[src/rtl/rx_cmd_pkg.sv]
`default_nettype none
// ============================================================================
// Module   : rx_cmd_pkg
// Purpose  : Shared opcodes, operand addresses and FSM state encoding for
//            the UART receive command decoder.
// Revision : 1.0 - initial release
// ============================================================================
package rx_cmd_pkg;

  // Command opcodes (first byte of every frame)
  localparam logic [7:0] OP_WRITE   = 8'hAA;
  localparam logic [7:0] OP_READ    = 8'hBB;
  localparam logic [7:0] OP_ALU_OPS = 8'hCC;
  localparam logic [7:0] OP_ALU_NOP = 8'hDD;

  // Register-file locations that hold the ALU operands
  localparam int unsigned OPA_ADDR = 0;
  localparam int unsigned OPB_ADDR = 1;

  typedef enum logic [3:0] {
    S_IDLE     = 4'd0,
    S_WR_ADDR  = 4'd1,
    S_WR_DATA  = 4'd2,
    S_RD_ADDR  = 4'd3,
    S_RD_WAIT  = 4'd4,
    S_ALU_A    = 4'd5,
    S_ALU_B    = 4'd6,
    S_ALU_FUN  = 4'd7,
    S_ALU_WAIT = 4'd8,
    S_TX_LO    = 4'd9,
    S_TX_HI    = 4'd10
  } state_t;

  // States that are waiting for the next byte of a frame
  function automatic logic is_collect_state(input state_t s);
    return (s == S_WR_ADDR) || (s == S_WR_DATA) || (s == S_RD_ADDR) ||
           (s == S_ALU_A)   || (s == S_ALU_B)   || (s == S_ALU_FUN);
  endfunction

endpackage
`default_nettype wire

[src/rtl/rx_cmd_timer.sv]
`default_nettype none
// ============================================================================
// Module   : rx_cmd_timer
// Purpose  : Inter-byte timeout counter. Clears on every received byte and
//            whenever counting is disabled; flags expiry on the last cycle.
// Revision : 1.0 - initial release
// ============================================================================
module rx_cmd_timer #(
  parameter int TIMEOUT_CYCLES = 65535
) (
  input  logic CLK,
  input  logic RST,
  input  logic clear,
  input  logic count_en,
  output logic expired
);

  localparam int CNT_W = (TIMEOUT_CYCLES > 1) ? $clog2(TIMEOUT_CYCLES + 1) : 1;

  logic [CNT_W-1:0] cnt;

  // Count idle cycles while a frame is incomplete
  always_ff @(posedge CLK or negedge RST) begin
    if (!RST) begin
      cnt <= '0;
    end else if (clear || !count_en) begin
      cnt <= '0;
    end else begin
      cnt <= cnt + 1'b1;
    end
  end

  // Fires on the TIMEOUT_CYCLES-th silent cycle so the decoder leaves on that edge
  assign expired = count_en && !clear && (cnt == CNT_W'(TIMEOUT_CYCLES - 1));

endmodule
`default_nettype wire

[src/rtl/rx_cmd_decoder.sv]
`default_nettype none
// ============================================================================
// Module   : rx_cmd_decoder
// Purpose  : Parses framed commands (write / read / ALU with and without
//            operands) from UART receive bytes, drives register-file and ALU
//            strobes, and returns results byte-wise over valid/ready.
// Config   : RX_CMD_TIMEOUT_EN enables the inter-byte timeout (rx_cmd_timer).
// Revision : 1.0 - initial release
// ============================================================================
module rx_cmd_decoder
  import rx_cmd_pkg::*;
#(
  parameter int DATA_W         = 8,
  parameter int ADDR_W         = 4,
  parameter int FUN_W          = 4,
  parameter int TIMEOUT_CYCLES = 65535
) (
  input  logic                CLK,
  input  logic                RST,
  input  logic [DATA_W-1:0]   RX_P_DATA,
  input  logic                RX_D_VLD,
  input  logic [DATA_W-1:0]   RdData,
  input  logic                RdData_Valid,
  input  logic [2*DATA_W-1:0] ALU_OUT,
  input  logic                OUT_Valid,
  input  logic                TX_READY,
  output logic                WrEn,
  output logic                RdEn,
  output logic [ADDR_W-1:0]   Address,
  output logic [DATA_W-1:0]   WrData,
  output logic                ALU_EN,
  output logic [FUN_W-1:0]    ALU_FUN,
  output logic [DATA_W-1:0]   TX_DATA,
  output logic                TX_VALID,
  output logic                CMD_ERR
);

  state_t              state;
  logic                is_alu;   // result being sent has a high byte
  logic [DATA_W-1:0]   hi_byte;  // ALU result high byte waiting for TX_HI
  logic                timeout_hit;

`ifdef RX_CMD_TIMEOUT_EN
  logic collecting;
  assign collecting = is_collect_state(state);

  rx_cmd_timer #(
    .TIMEOUT_CYCLES (TIMEOUT_CYCLES)
  ) u_timer (
    .CLK      (CLK),
    .RST      (RST),
    .clear    (RX_D_VLD),
    .count_en (collecting),
    .expired  (timeout_hit)
  );
`else
  // Timeout compiled out: constant 0, parameter kept referenced
  assign timeout_hit = (TIMEOUT_CYCLES < 0);
`endif

  // Command FSM with registered strobes, result path and error pulse
  always_ff @(posedge CLK or negedge RST) begin
    if (!RST) begin
      state    <= S_IDLE;
      is_alu   <= 1'b0;
      hi_byte  <= '0;
      WrEn     <= 1'b0;
      RdEn     <= 1'b0;
      Address  <= '0;
      WrData   <= '0;
      ALU_EN   <= 1'b0;
      ALU_FUN  <= '0;
      TX_DATA  <= '0;
      TX_VALID <= 1'b0;
      CMD_ERR  <= 1'b0;
    end else begin
      WrEn    <= 1'b0;
      RdEn    <= 1'b0;
      ALU_EN  <= 1'b0;
      CMD_ERR <= 1'b0;

      if (timeout_hit) begin
        state   <= S_IDLE;
        CMD_ERR <= 1'b1;
      end else begin
        case (state)
          S_IDLE: begin
            if (RX_D_VLD) begin
              case (RX_P_DATA)
                OP_WRITE:   state <= S_WR_ADDR;
                OP_READ:    state <= S_RD_ADDR;
                OP_ALU_OPS: state <= S_ALU_A;
                OP_ALU_NOP: state <= S_ALU_FUN;
                default:    CMD_ERR <= 1'b1;
              endcase
            end
          end
          S_WR_ADDR: begin
            if (RX_D_VLD) begin
              Address <= RX_P_DATA[ADDR_W-1:0];
              state   <= S_WR_DATA;
            end
          end
          S_WR_DATA: begin
            if (RX_D_VLD) begin
              WrData <= RX_P_DATA;
              WrEn   <= 1'b1;
              state  <= S_IDLE;
            end
          end
          S_RD_ADDR: begin
            if (RX_D_VLD) begin
              Address <= RX_P_DATA[ADDR_W-1:0];
              RdEn    <= 1'b1;
              state   <= S_RD_WAIT;
            end
          end
          S_RD_WAIT: begin
            if (RX_D_VLD) CMD_ERR <= 1'b1;
            if (RdData_Valid) begin
              TX_DATA  <= RdData;
              TX_VALID <= 1'b1;
              is_alu   <= 1'b0;
              state    <= S_TX_LO;
            end
          end
          S_ALU_A: begin
            if (RX_D_VLD) begin
              Address <= ADDR_W'(OPA_ADDR);
              WrData  <= RX_P_DATA;
              WrEn    <= 1'b1;
              state   <= S_ALU_B;
            end
          end
          S_ALU_B: begin
            if (RX_D_VLD) begin
              Address <= ADDR_W'(OPB_ADDR);
              WrData  <= RX_P_DATA;
              WrEn    <= 1'b1;
              state   <= S_ALU_FUN;
            end
          end
          S_ALU_FUN: begin
            if (RX_D_VLD) begin
              ALU_FUN <= RX_P_DATA[FUN_W-1:0];
              ALU_EN  <= 1'b1;
              state   <= S_ALU_WAIT;
            end
          end
          S_ALU_WAIT: begin
            if (RX_D_VLD) CMD_ERR <= 1'b1;
            if (OUT_Valid) begin
              TX_DATA  <= ALU_OUT[DATA_W-1:0];
              hi_byte  <= ALU_OUT[2*DATA_W-1:DATA_W];
              TX_VALID <= 1'b1;
              is_alu   <= 1'b1;
              state    <= S_TX_LO;
            end
          end
          S_TX_LO: begin
            // TX_VALID is already high here, so READY alone completes the transfer
            if (RX_D_VLD) CMD_ERR <= 1'b1;
            if (TX_READY) begin
              if (is_alu) begin
                TX_DATA <= hi_byte;
                state   <= S_TX_HI;
              end else begin
                TX_VALID <= 1'b0;
                state    <= S_IDLE;
              end
            end
          end
          S_TX_HI: begin
            if (RX_D_VLD) CMD_ERR <= 1'b1;
            if (TX_READY) begin
              TX_VALID <= 1'b0;
              state    <= S_IDLE;
            end
          end
          default: state <= S_IDLE;
        endcase
      end
    end
  end

endmodule
`default_nettype wire

[config.mk]
export PLATFORM = sky130hd
export DESIGN_NAME = rx_cmd_decoder
export DESIGN_NICKNAME = d
export VERILOG_FILES = /design/src/rtl/rx_cmd_pkg.sv /design/src/rtl/rx_cmd_timer.sv /design/src/rtl/rx_cmd_decoder.sv
export SDC_FILE = /design/constraint.sdc
export NUM_CORES = 1
export LEC_CHECK = 0
export BUFFER_PORTS_ARGS = -buffer_cell sky130_fd_sc_hd__buf_4
export CAP_MARGIN = 20
export CORE_MARGIN = 4
export CORE_UTILIZATION = 30
export CTS_CLUSTER_DIAMETER = 120
export DETAILED_ROUTE_END_ITERATION = 10
export PLACE_DENSITY = 0.61
export SETUP_SLACK_MARGIN = 0.05
export SYNTH_ARGS = -nofsm -noshare
export SYNTH_HDL_FRONTEND = slang
export SYNTH_SLANG_ARGS = --single-unit
[constraint.sdc]
create_clock -name CLK -period 2.3 [get_ports CLK]
set_input_delay 0.345 -clock CLK [delete_from_list [all_inputs] [get_ports CLK]]
set_output_delay 0.345 -clock CLK [all_outputs]
set_load 0.05 [all_outputs]
==> results of run 1 <==
## cell usage in the layout (no fill, tap or decap), types with 5 or more instances in the layout
cell type,count
buf_4,71
dfrtp_1,42
nand2_1,29
mux2_2,21
o21ai_0,19
a21oi_1,9
mux2_4,8
mux2i_1,8
nor2_1,7
clkbuf_8,6
inv_1,5
## state kept, by name, summed over array words and instances (netlist names)
signal and count:
ALU_FUN 4, TX_DATA 8, RdEn 1, state 4, ALU_EN 1, is_alu 1
WrData 8, CMD_ERR 1, WrEn 1, hi_byte 8, Address 4, TX_VALID 1
## worst max-delay path: stages, from the launching register on
cell	delay, ns
dfrtp_1	0.70
nor2_1	0.11
o21ai_0	0.27
o211a_1	0.46
mux2_2	0.38
## power groups by stage
stage | clock network [uW] | registers (uW) | logic, uW
after floorplan | 0 | 2050 | 1020
after global placement | 0 | 1320 | 2390
after detailed placement | 0 | 1330 | 2410
after CTS | 505 | 1320 | 2410
after global routing | 541 | 1360 | 2560
final | 494 | 1310 | 2400
## logic make-up after synthesis
logic type             share of synthesized area
XOR/XNOR                                  0.0122
AND/OR/NAND/NOR                            0.137
multiplexers                               0.203
buffers and inverters                     0.0448
AO/OA/AOI/OAI                              0.115
flip-flops                                 0.488
## synth_stat cells, types with 3 or more instances
cell type / count / area, sq um
a211oi_1: 3 / 22.5
a21oi_1: 9 / 45.0
buf_2: 5 / 25.0
buf_6: 3 / 33.8
dfrtp_1: 42 / 1050
inv_1: 5 / 18.8
mux2_2: 21 / 236
mux2_4: 8 / 120
mux2i_1: 8 / 80.1
nand2_1: 29 / 109
nand3_1: 3 / 15.0
nor2_1: 7 / 26.3
nor2b_1: 4 / 25.0
nor3b_1: 3 / 22.5
o21ai_0: 19 / 95.1
## area by class of cell
cell class | count | area share
clock buffers | 7 | 0.0306
clock inverters | 1 | 0.00178
inverters | 5 | 0.00666
multi-input cells | 140 | 0.356
flip-flops and latches | 42 | 0.373
well taps | 96 | 0.0426
repair buffers | 71 | 0.189
## metrics by stage
step / setup WS (ns) / hold slack [ns]
2_1_floorplan: 0.523 / 0.0494
6_report: 0.262 / 0.0176
3_3_place_gp: 0.353 / 0.366
3_5_place_dp: 0.295 / 0.372
5_1_grt: 0.0915 / 0.0698
4_1_cts: 0.278 / 0.0514
## per-layer routing
layer / vias to the layer above / share of wire
met5: - / 0
met4: 0 / 0.0070
met3: 2 / 0.042
met2: 35 / 0.50
met1: 802 / 0.46
li1: 830 / -
## worst min path at each step
| stage | start | end | slack, ns |
|---|---|---|---|
| floorplan | RST | ALU_EN | 0.05 |
| global placement | RST | hi_byte[1] | 0.37 |
| detailed placement | RST | hi_byte[1] | 0.37 |
| CTS | RST | hi_byte[1] | 0.05 |
| global route | RST | hi_byte[1] | 0.07 |
| finish | RST | hi_byte[1] | 0.02 |
==> reports/results.txt, run 1 <==
Final GP Congestion: 0.853
H-tree Lvls: 2
Hold Crit Class: in2async
Worst slew margin: 0.582
Reg power frac: 0.312
Pint: 2250 uW
Tmin final: 2.04 ns
Final period util: 0.886
Die H: 92.7 um
die area: 8590 sq um
Wirelength per Cell: 14.2 um
Max Cap Violations: 0
synth-to-layout area growth: 31.0%
VDD IR max: 0.614 mV
Critical Path Fanout Max: 20
cells after synthesis: 199
largest net degree at the start of global routing: 43
register area: 1050 sq um
worst reg2reg startpoint: state[0]
ys flop type: dfrtp_1
max-slew violations: 0
status: finished clean
yosys warns: 0
first-pass GRT wire length: 8440 um
Cells after DPL: 354
reg2reg setup slack: 0.26 ns
crit path to: TX_DATA[2]
row cnt: 30
CTS root buffer: clkbuf_8
final core occ: 0.410
Pleak: 0.00136 uW
Final Hold Viols: 0
Switch Pwr: 1950 uW
Post-CTS Setup Bufs: 0
area of the multi-input gates: 1000 sq um
vias in the first global route: 1740
Post-synth EDFFs: 0
CTS resizes: 0
Synth Cell Area: 2150 sq um
global route total overflow: 0
switching share of power: 0.464
1st-iter DRT viols: 57
hold buffers post-CTS: 0
Overall Global Routing Usage: 0.124
Initial Util: 0.313
final wirelength: 5150 um
post-synthesis register bit count: 42
clock share of power: 0.118
placed cell area: 2730 sq um
Async SR Flop Fraction: 1.00
# DRC: 0
clock buffer depth: 2
fin cells: 362
Worst Path Required: 2.47 ns
# diodes: 0
initial antenna violation count: 0
DP Wirelength: 3820 um
Max Freq: 0.491 GHz
cell area after layout: 2820 sq um
Total Neg Setup Slack: 0 ns
RSZ-0062 raised after global routing: no
core area: 6870 sq um
combinational share of power: 0.571
post-synthesis cell type count: 38
critical path start-end classification: reg2reg
clock sinks: 42
crit path DAT: 2.21 ns
sequential area share after synthesis: 0.488
final setup vio count: 0
Critical Path Source: state[0]
Worst R2R End: TX_DATA[2]
global routing's busiest layer: met2
die width: 92.7 um
cell area power density: 1490 nW/um^2
Final Skew: 0.0112 ns
I/O pins: 67
Nets: 303
Final ANT Viol Nets: 0
vias: 1669
net count after synthesis: 237
Pre-antenna DRT Iters: 4
overall power: 4200 uW
Skew-Pair Late Insertion Delay: 0.30 ns
filler cell count: 699
CTS tree: built
Via density: 4.61
met2 Track Usage GR: 0.201
Least-Margin Pin Slew: 0.621 ns
clock slew at reported path FFs: 0.08 ns
Num CTS Buffers: 5
Startpoint Class: register
PortBufs: 66
share of cells above drive strength 1: 0.410
Mapped Avg Cell Area: 10.8 sq um
FF-to-FF path depth: 4
GRT met1 Usage: 0.162
Crit. End Element: register
met3 GRT Util: 0.0276
Note: power is estimated with default switching activity, not from simulation.
==> inputs of run 2 (changes only) <==
--- a/config.mk
+++ b/config.mk
@@ -5,7 +5,7 @@
 export SDC_FILE = /design/constraint.sdc
 export NUM_CORES = 1
 export LEC_CHECK = 0
-export BUFFER_PORTS_ARGS = -buffer_cell sky130_fd_sc_hd__buf_4
+export BUFFER_PORTS_ARGS = -buffer_cell sky130_fd_sc_hd__buf_2
 export CAP_MARGIN = 20
 export CORE_MARGIN = 4
 export CORE_UTILIZATION = 30
==> run 2 against run 1 <==
  * Final area decreased by 4.9%
  * Sequential share of layout area increased by 1.9 points
  * Clock-buffer cell count unchanged
  * Combinational power decreased by 7%
  * Power decreased by 4.3%
  * Critical endpoint is now TX_DATA[6]
==> reports/results.txt, run 2 (synthesis gave the netlist of run 1 again) <==
Worst path max stage delay: 0.75 ns
Final period util: 0.853
Overall Global Routing Usage: 0.121
Startpoint Class: register
Hold Crit Class: in2async
core area: 6870 sq um
final setup vio count: 0
final core occ: 0.390
Final Hold Viols: 0
switching share of power: 0.476
1st-iter DRT viols: 83
WHS: 0.0140 ns
Final ANT Viol Nets: 0
Num CTS Buffers: 5
first-pass GRT wire length: 8270 um
die area: 8590 sq um
Worst Path Required: 2.48 ns
max-slew violations: 0
Final Skew: 0.00490 ns
I/O pins: 67
synth-to-layout area growth: 24.6%
DP Wirelength: 3790 um
clock share of power: 0.121
cell area power density: 1500 nW/um^2
commonest non-fill, non-tap cell in the layout: buf_2
area of the multi-input gates: 1000 sq um
Critical Path Fanout Max: 21
CTS root buffer: clkbuf_8
CP cell instances: nor2_1, o21ai_0, o211a_1, mux2_2
global route total overflow: 0
status: finished clean
hold buffers post-CTS: 0
initial antenna violation count: 0
top sig layer: met4
Skew-Pair Late Insertion Delay: 0.29 ns
Post-CTS Setup Bufs: 0
Wirelength per Cell: 13.8 um
Total Neg Setup Slack: 0 ns
Crit. End Element: register
Max Cap Violations: 0
Nets: 305
Pre-antenna DRT Iters: 4
RSZ-0062 raised after global routing: no
Worst slew margin: 0.585
Pleak: 0.00133 uW
CTS resizes: 0
CTS tree: built
crit path DAT: 2.14 ns
WL met3: 156 um
commonest non-fill, non-tap cells in the layout: 66 x buf_2, 42 x dfrtp_1, 29 x nand2_1, 21 x mux2_2, 19 x o21ai_0
combinational share of power: 0.557
largest net degree at the start of global routing: 43
vias: 1698
Tmin final: 1.96 ns
filler cell count: 673
clock slew at reported path FFs: 0.08 ns
met2 routed WL: 2480 um
Reg power frac: 0.322
# diodes: 0
clock buffer depth: 2
clock sinks: 42
PortBufs: 66
die width: 92.7 um
Metal-1 WL: 2250 um
vias in the first global route: 1773
Final GP Congestion: 0.859
Slowest cell on crit path: dfrtp_1
VDD IR max: 0.422 mV
final wirelength: 5010 um
Pint: 2110 uW
row cnt: 30
Initial Util: 0.313
critical path start-end classification: reg2reg
share of cells above drive strength 1: 0.414
# DRC: 0
Switch Pwr: 1910 uW
Max Freq: 0.510 GHz
Least-Margin Pin Slew: 0.623 ns
Die H: 92.7 um
H-tree Lvls: 2
Via density: 4.66
Largest regs: TX_DATA x8, WrData x8, hi_byte x8
register area: 1050 sq um
[run 2: cell count changes in the layout (fill, tap and decap cells not counted)]
cell / before / now
buf_2: 0 / 66
buf_4: 71 / 6
buf_12: 0 / 1
[run 2: area by class of cell]
cell class,count,area share
clock buffers,7,0.0322
clock inverters,1,0.00187
inverters,5,0.00700
multi-input cells,140,0.375
flip-flops and latches,42,0.392
well taps,96,0.0448
repair buffers,73,0.147
[run 2: critical path: cells and delay by family, from the launching register on]
family           cells  cell delay [ns]
AND/OR/NAND/NOR      1             0.19
multiplexers         1             0.38
flip-flops           1             0.75
AO/OA/AOI/OAI        2             0.54
[run 2: final timing paths]
path,startpoint,to,slack [ns],depth (start not counted)
max,state[0],TX_DATA[6],0.34,4
min,RST,hi_byte[1],0.01,2
max reg2reg,state[0],TX_DATA[6],0.34,4
min reg2reg,Address[3],Address[3],0.49,2
max in group asynchronous,RST,WrData[6],2.08,2
min in group CLK,ALU_OUT[15],hi_byte[7],0.28,2
[run 2: layer usage]
layer  up-vias  track usage
met2        34        0.205
li1        833            -
met3        10       0.0227
met4         0       0.0598
met1       821        0.147
met5         -            0
[run 2: through the flow]
step	cell area [sq um]	total power, uW	instances	setup WS [ns]
final	2680	4020	364	0.339
after global routing	2680	4290	364	0.186
after CTS	2680	4080	364	0.337
after detailed placement	2590	3580	356	0.357
after global placement	2590	3550	356	0.400
after floorplan	2150	3070	199	0.523
[run 2: power by group through the flow]
stage | registers, uW | logic, uW | clock network (uW)
after floorplan | 2050 | 1020 | 0
after global placement | 1310 | 2240 | 0
after detailed placement | 1320 | 2260 | 0
after CTS | 1300 | 2270 | 508
after global routing | 1340 | 2400 | 544
final | 1290 | 2240 | 488
==> inputs of run 3 (changes only) <==
--- a/config.mk
+++ b/config.mk
@@ -9,8 +9,10 @@
 export CAP_MARGIN = 20
 export CORE_MARGIN = 4
 export CORE_UTILIZATION = 30
+export CTS_BUF_LIST = sky130_fd_sc_hd__clkbuf_8 sky130_fd_sc_hd__clkbuf_16
 export CTS_CLUSTER_DIAMETER = 120
 export DETAILED_ROUTE_END_ITERATION = 10
+export HOLD_SLACK_MARGIN = 0.15
 export PLACE_DENSITY = 0.61
 export SETUP_SLACK_MARGIN = 0.05
 export SYNTH_ARGS = -nofsm -noshare
==> run 3 against run 2 <==
  * Final area rose by 0.37%
  * Clock power shrank 1%
  * Combinational power is essentially flat
  * Sequential power about the same
  * Critical path depth is the same
  * Clock skew barely moved
  * Core utilization up 0.15 points
  * Wire length increased by 0.52%
  * Sequential share of layout area down 0.15 points
  * Fmax down 0.61%
  * Power about the same
==> reports/results.txt, run 3 (synthesis gave the netlist of run 1 again) <==
first-pass GRT wire length: 8270 um
clock slew at reported path FFs: 0.08 ns
CTS root buffer: clkbuf_8
Via density: 4.65
FF-to-FF path depth: 4
die area: 8590 sq um
commonest non-fill, non-tap cell in the layout: buf_2
CTS tree: built
Final Skew: 0.00527 ns
Crit. End Element: register
# diodes: 0
RSZ-0062 raised after global routing: no
reg2reg setup slack: 0.33 ns
Max Cap Violations: 0
commonest non-fill, non-tap cells in the layout: 66 x buf_2, 42 x dfrtp_1, 29 x nand2_1, 21 x mux2_2, 19 x o21ai_0
final setup vio count: 0
Pleak: 0.00134 uW
area of the multi-input gates: 1000 sq um
Largest regs: TX_DATA x8, WrData x8, hi_byte x8
Final GP Congestion: 0.859
vias: 1697
worst reg2reg startpoint: state[0]
CTS resizes: 0
largest net degree at the start of global routing: 43
overall power: 4020 uW
# DRC: 0
critical path start-end classification: reg2reg
max-slew violations: 0
Skew-Pair Late Insertion Delay: 0.29 ns
Nets: 306
Overall Global Routing Usage: 0.121
Pre-antenna DRT Iters: 4
Final period util: 0.858
register area: 1050 sq um
final wirelength: 5040 um
Critical Path Fanout Max: 21
placed cell area: 2590 sq um
Startpoint Class: register
crit path DAT: 2.15 ns
Worst Path Required: 2.48 ns
cell area power density: 1490 nW/um^2
filler cell count: 674
share of cells above drive strength 1: 0.413
Cells after DPL: 356
Tmin final: 1.97 ns
Hold Crit Class: in2reg
status: finished clean
Max Freq: 0.507 GHz
clock buffer depth: 2
PortBufs: 66
Die H: 92.7 um
die width: 92.7 um
vias in the first global route: 1768
DP Wirelength: 3790 um
Worst slew margin: 0.581
VDD IR max: 0.422 mV
Num CTS Buffers: 5
clock sinks: 42
Wirelength per Cell: 13.8 um
global route total overflow: 0
Initial Util: 0.313
synth-to-layout area growth: 25.1%
crit path to: TX_DATA[6]
core area: 6870 sq um
I/O pins: 67
row cnt: 30
Worst R2R End: TX_DATA[6]
hold buffers post-CTS: 1
Total Neg Setup Slack: 0 ns
Critical Path Source: state[0]
initial antenna violation count: 0
Final ANT Viol Nets: 0
cell area after layout: 2690 sq um
Post-CTS Setup Bufs: 0
WHS: 0.281 ns
H-tree Lvls: 2
Least-Margin Pin Slew: 0.628 ns
fin cells: 365
1st-iter DRT viols: 97
Final Hold Viols: 0
run 3: cell count changes in the layout (fill, tap and decap cells not counted), sizes merged:
cell / delta
clkbuf: -1
inv: +1
dlygate4sd3: +1
run 3: worst min path at each step:
| stage | startpoint | endpoint | slack, ns | cells after the start |
|---|---|---|---|---|
| final | ALU_OUT[15] | hi_byte[7] | 0.28 | 2 |
| after global routing | ALU_OUT[12] | hi_byte[4] | 0.26 | 2 |
| after CTS | ALU_OUT[15] | hi_byte[7] | 0.27 | 2 |
| after detailed placement | RST | hi_byte[1] | 0.34 | 2 |
| after global placement | RST | hi_byte[1] | 0.34 | 2 |
| after floorplan | RST | ALU_EN | 0.05 | 0 |
run 3: final cells by class:
| type | instances | area share |
|---|---|---|
| multi-input combinational | 140 | 0.373 |
| clock inverter | 2 | 0.00325 |
| inverter | 5 | 0.00697 |
| timing repair buffer | 74 | 0.151 |
| tap | 96 | 0.0446 |
| sequential | 42 | 0.391 |
| clock buffer | 6 | 0.0307 |
run 3: layer usage:
metal / vias up / GRT usage / part of all wire
met1: 819 / 0.147 / 0.45
met3: 10 / 0.0227 / 0.031
met2: 32 / 0.206 / 0.50
met5: - / 0 / 0
met4: 0 / 0.0598 / 0.026
li1: 836 / - / -
run 3: metrics by stage:
stage / util / setup WS (ns)
2_1_floorplan: - / 0.523
3_3_place_gp: 0.377 / 0.400
3_5_place_dp: 0.377 / 0.357
4_1_cts: 0.392 / 0.337
5_1_grt: 0.392 / 0.186
6_report: 0.392 / 0.327
run 3: power by group:
group / switching, uW / internal [uW]
registers: 215 / 1080
logic: 1460 / 787
clock network: 245 / 238
run 3: worst max-delay path: stages (launching register included):
cell	delay, ns
dfrtp_1	0.75
nor2_1	0.19
o21ai_0	0.16
o211a_1	0.38
mux2_2	0.37
